==> config.mk <==
export PLATFORM = sky130hd
export DESIGN_NAME = regfile_wb_scheduler
export DESIGN_NICKNAME = d
export VERILOG_FILES = /design/src/rtl/regfile_wb_scheduler.sv
export SDC_FILE = /design/constraint.sdc
export NUM_CORES = 1
export LEC_CHECK = 0
export CAP_MARGIN = 20
export CORE_MARGIN = 1.5
export CORE_UTILIZATION = 50
export DETAILED_ROUTE_END_ITERATION = 8
export DONT_BUFFER_PORTS = 1
export PLACE_DENSITY = 0.72
export SYNTH_ARGS = -nofsm -noshare
export SYNTH_HDL_FRONTEND = slang
export SYNTH_SLANG_ARGS = --single-unit
export TNS_END_PERCENT = 30
==> constraint.sdc <==
create_clock -name clk -period 6.8 [get_ports clk]
set_input_delay 1.02 -clock clk [delete_from_list [all_inputs] [get_ports clk]]
set_output_delay 1.02 -clock clk [all_outputs]
set_load 0.01 [all_outputs]
==> src/rtl/regfile_wb_scheduler.sv <==
// regfile_wb_scheduler: scoreboard for in-flight long-latency (mult/div) ops
// plus a single-write-port arbiter between ALU writeback and the long-latency
// unit. A one-entry holding buffer parks an md result that loses the port to
// the ALU. While that buffer is full, decode is held so the ALU pipeline drains
// and the buffer gets a free port cycle.
module regfile_wb_scheduler #(
  parameter int MAX_MD = 4
) (
  input  logic        clk,
  input  logic        rst,
  input  logic        id_valid,
  input  logic [4:0]  id_rs,
  input  logic [4:0]  id_rt,
  input  logic        id_uses_rs,
  input  logic        id_uses_rt,
  input  logic [4:0]  id_rd,
  input  logic        id_regwrite,
  input  logic        id_long,
  output logic        stall,
  output logic        issue,
  input  logic        alu_wb_valid,
  input  logic [4:0]  alu_wb_rd,
  input  logic [31:0] alu_wb_data,
  input  logic        md_wb_valid,
  input  logic [4:0]  md_wb_rd,
  input  logic [31:0] md_wb_data,
  output logic        md_wb_ready,
  output logic        rf_regwrite,
  output logic [4:0]  rf_rd,
  output logic [31:0] rf_writedata,
  output logic [31:0] busy,
  output logic [2:0]  md_pending
);

  localparam logic [2:0] MAX_MD_C = 3'(MAX_MD);

  logic [31:0] busy_q, busy_d;
  logic [2:0]  md_pending_q, md_pending_d;
  logic        buf_full_q, buf_full_d;
  logic [4:0]  buf_rd_q, buf_rd_d;
  logic [31:0] buf_data_q, buf_data_d;

  logic        hazard_s;
  logic        md_accept_s;
  logic        md_commit_s;
  logic [4:0]  commit_rd_s;
  logic        long_issue_s;
  logic        capture_s;
  logic [31:0] clr_mask_s;
  logic [31:0] set_mask_s;

  // Decode-side hazard detection, issue qualification and md handshake.
  always_comb begin
    hazard_s    = (id_uses_rs & busy_q[id_rs])
                | (id_uses_rt & busy_q[id_rt])
                | (id_regwrite & busy_q[id_rd])
                | (id_long & (md_pending_q == MAX_MD_C))
                | buf_full_q;
    stall        = id_valid & ~rst & hazard_s;
    issue        = id_valid & ~stall & ~rst;
    md_wb_ready  = ~buf_full_q & ~rst;
    md_accept_s  = md_wb_valid & md_wb_ready;
    long_issue_s = issue & id_long;
  end

  // Write-port arbitration: ALU first, then the holding buffer, then direct md.
  // Writes addressed to r0 still occupy the port but never assert regwrite.
  always_comb begin
    rf_regwrite  = 1'b0;
    rf_rd        = 5'd0;
    rf_writedata = 32'd0;
    md_commit_s  = 1'b0;
    commit_rd_s  = 5'd0;
    if (rst) begin
      rf_regwrite = 1'b0;
    end else if (alu_wb_valid) begin
      rf_regwrite  = (alu_wb_rd != 5'd0);
      rf_rd        = alu_wb_rd;
      rf_writedata = alu_wb_data;
    end else if (buf_full_q) begin
      rf_regwrite  = (buf_rd_q != 5'd0);
      rf_rd        = buf_rd_q;
      rf_writedata = buf_data_q;
      md_commit_s  = 1'b1;
      commit_rd_s  = buf_rd_q;
    end else if (md_accept_s) begin
      rf_regwrite  = (md_wb_rd != 5'd0);
      rf_rd        = md_wb_rd;
      rf_writedata = md_wb_data;
      md_commit_s  = 1'b1;
      commit_rd_s  = md_wb_rd;
    end else begin
      rf_regwrite = 1'b0;
    end
  end

  // Next-state for scoreboard, pending counter and holding buffer.
  // The set mask is applied after the clear so a same-edge set wins.
  always_comb begin
    clr_mask_s   = md_commit_s  ? (32'd1 << commit_rd_s) : 32'd0;
    set_mask_s   = long_issue_s ? (32'd1 << id_rd)       : 32'd0;
    busy_d       = ((busy_q & ~clr_mask_s) | set_mask_s) & 32'hFFFF_FFFE;
    md_pending_d = md_pending_q + {2'b00, long_issue_s} - {2'b00, md_commit_s};
    // Buffer is only ever loaded when it is empty (md_wb_ready gates accept).
    capture_s    = alu_wb_valid & md_accept_s;
    buf_full_d   = capture_s | (buf_full_q & alu_wb_valid);
    buf_rd_d     = capture_s ? md_wb_rd   : buf_rd_q;
    buf_data_d   = capture_s ? md_wb_data : buf_data_q;
  end

  // State registers with synchronous reset; reset drops any buffered result.
  always_ff @(posedge clk) begin
    if (rst) begin
      busy_q       <= 32'd0;
      md_pending_q <= 3'd0;
      buf_full_q   <= 1'b0;
      buf_rd_q     <= 5'd0;
      buf_data_q   <= 32'd0;
    end else begin
      busy_q       <= busy_d;
      md_pending_q <= md_pending_d;
      buf_full_q   <= buf_full_d;
      buf_rd_q     <= buf_rd_d;
      buf_data_q   <= buf_data_d;
    end
  end

  assign busy       = busy_q;
  assign md_pending = md_pending_q;

endmodule

==> impl_metrics.env <==
export IMPL_endpoint_kind="primary output"
export IMPL_synth_async_sr_flop_share=0
export IMPL_relSlewSlack=0.336
export IMPL_rows=35
export IMPL_critical_path_required_ns=5.78
export IMPL_place_gp_congestion=0.881
export IMPL_track_usage=0.271
export IMPL_crit_arrival_ns=3.24
export IMPL_final_common_cell="nand2_1"
export IMPL_hold_depth=2
export IMPL_dieArea_um2=10200
export IMPL_ctsHoldBuffers=0
export IMPL_place_area_um2=4740
export IMPL_dpl_hpwl_um=10100
export IMPL_crit_path_max_fanout=77
export IMPL_min_path_type="reg -> reg"
export IMPL_worstSetupStartpointType="input pin"
export IMPL_critPathMostFrequentCell="nor2_1"
export IMPL_synth_warnings=0
export IMPL_hold_ws_ns=0.453
export IMPL_synth_distinct_cells=53
export IMPL_nNetsFinal=683
export IMPL_finalWirelength_um=14200
export IMPL_place_ws_ns=2.53
export IMPL_final_cell_mix="nand2_1 (102), nor2_1 (76), a21oi_1 (76)"
export IMPL_cp_slowest_cell="inv_1"
export IMPL_cts_buffer_depth=2
export IMPL_synthCells=628
export IMPL_synth_ff_type="dfxtp_1"
export IMPL_n_antenna_cell=0
export IMPL_gr_total_overflow=0
export IMPL_synth_edf_count=0
export IMPL_syn_num_nets=729
export IMPL_dp_cells=700
export IMPL_fin_area_um2=4970
export IMPL_fill_cells=890
export IMPL_die_y_um=101
export IMPL_drv_cap=0
export IMPL_antenna_found_initial=0
export IMPL_p_per_area_nw_per_um2=192
export IMPL_hold_violations=0
export IMPL_worstRegToRegCells=12
export IMPL_cp_depth=7
export IMPL_crit_chain="inv_1 > and2_1 > buf_4 > a22oi_1 > nor2_1 > a21oi_1 > nor2_1"
export IMPL_ys_ff_latch=72
export IMPL_drive_above_1_share=0.0852
export IMPL_core_area_um2=9280
export IMPL_cts_htree_levels=3
export IMPL_rsz0062_at_grt="no"
export IMPL_status="finished, final reports clean"
export IMPL_io_buffers=0
export IMPL_clk_latency_ns=0.36
export IMPL_worst_slack_ns=2.54
export IMPL_clock_fmax_mhz=235
export IMPL_grt_max_degree=78
export IMPL_post_route_period_util=0.626
export IMPL_die_x_um=101
export IMPL_grt_pass1_wl_um=21800
export IMPL_cts_tree="done"
export IMPL_cpPeakStageDelay_ns=0.73
export IMPL_num_vias=4635
export IMPL_fin_setup_tns_ns=0
export IMPL_viasPerCell=6.47
export IMPL_irDropWorstVdd_mv=0.112
export IMPL_synth_seq_area_share=0.299
export IMPL_seqCellArea_um2=1440
export IMPL_first_global_vias=4237
export IMPL_root_buffer="clkbuf_8"
export IMPL_power_leakage_uw=0.00161
export IMPL_drtPass1Iterations=6
export IMPL_period_minus_slack_ns=4.26
export IMPL_critPathTopFamily="buffers and inverters"
export IMPL_clk_pin_slew_ns=0.08
export IMPL_cts_setup_buffers=0
export IMPL_setup_violations=0
export IMPL_fin_cells=716
export IMPL_numCtsBuffers=9
export IMPL_worst_pin_slew_ns=0.995
export IMPL_cts_sinks=72
export IMPL_drc_errors=0
export IMPL_worst_clock_skew_ns=0.0141
export IMPL_initial_core_util=0.519
export IMPL_multi_input_area_um2=3080
export IMPL_num_io_pins=174
export IMPL_drtIter0Drc=289
export IMPL_syn_area_um2=4820
export IMPL_ant_nets=0
export IMPL_slew_viol_final=0
export IMPL_critPathKind="in -> out"
export IMPL_cts_resized=0
export IMPL_synthToLayoutAreaGrowth_pct=3.12
export IMPL_syn_area_per_cell_um2=7.67
export IMPL_wire_per_inst_um=19.8
export IMPL_worst_path_buf_inv=2
per-layer routing:
layer  vias to the layer above  GRT usage  wire length (um)
li1                       2197          -                 -
met1                      2177      0.343              5610
met2                       234      0.442              6800
met3                        27     0.0801              1500
met4                         0     0.0951               306
met5                         -          0                 0
sequential cells by signal (all words and copies together) (netlist names):
register	flops
buf_full_q	1
buf_data_q	32
buf_rd_q	5
md_pending	3
busy	31
cell usage after synthesis, types with 8 or more instances:
| cell | n | area (um^2) |
|---|---|---|
| clkbuf_1 | 46 | 173 |
| nand2_1 | 102 | 383 |
| nand3_1 | 10 | 50.1 |
| dfxtp_1 | 72 | 1440 |
| mux2i_1 | 10 | 100 |
| a21oi_1 | 76 | 380 |
| nor2_1 | 76 | 285 |
| o21ai_0 | 11 | 55.1 |
| mux4_2 | 20 | 450 |
| nor2b_1 | 15 | 93.8 |
| a22oi_1 | 33 | 248 |
| o211ai_1 | 28 | 210 |
| inv_1 | 8 | 30.0 |
| o41ai_1 | 9 | 78.8 |
| nand2b_1 | 8 | 50.1 |
worst paths after layout:
path                   from                to  slack (ns)
min reg2reg  buf_data_q[27]    buf_data_q[27]        0.45
min          buf_data_q[27]    buf_data_q[27]        0.45
max reg2reg        busy[10]     md_pending[2]        3.09
max                     rst  rf_writedata[31]        2.54
where the power goes:
| part | switching, uW | total [uW] | internal, uW |
|---|---|---|---|
| clock | 177 | 395 | 218 |
| combinational | 65.9 | 110 | 44.5 |
| sequential | 15.8 | 448 | 433 |
| total | 259 | 954 | 695 |
worst reg2reg max path: stages (launching register included):
cell	delay (ns)
dfxtp_1	0.41
mux4_2	0.49
mux2_2	0.27
a221o_1	0.29
nand3_1	0.11
nand2_2	0.36
or3_1	0.50
ha_1	0.28
inv_1	0.04
ha_1	0.19
fa_1	0.43
xnor2_1	0.18
nor2_1	0.05
through the flow:
stage           util  total power [uW]
6_report       0.535               954
5_1_grt        0.535               995
4_1_cts        0.535               955
3_5_place_dp   0.511               568
3_3_place_gp   0.511               565
2_1_floorplan      -               570
layout make-up:
cell class | instances | share of cell area
Tap cell | 129 | 0.0325
Clock buffer | 10 | 0.0277
Multi-Input combinational cell | 488 | 0.620
Inverter | 8 | 0.00604
Clock inverter | 6 | 0.0184
Sequential cell | 72 | 0.290
Timing Repair Buffer | 3 | 0.00453
cell families (layout without fill, tap and decap cells):
group,Yosys count,after routing,synth area share
AND/OR/NAND/NOR,255,255,0.241
AO/OA/AOI/OAI,194,194,0.263
flip-flops,72,72,0.299
buffers and inverters,68,27,0.0610
multiplexers,33,33,0.122
adder cells (fa/ha/maj),3,3,0.00935
XOR/XNOR,2,2,0.00364
other,1,1,0.000778
Note: power is estimated with default switching activity, not from simulation.
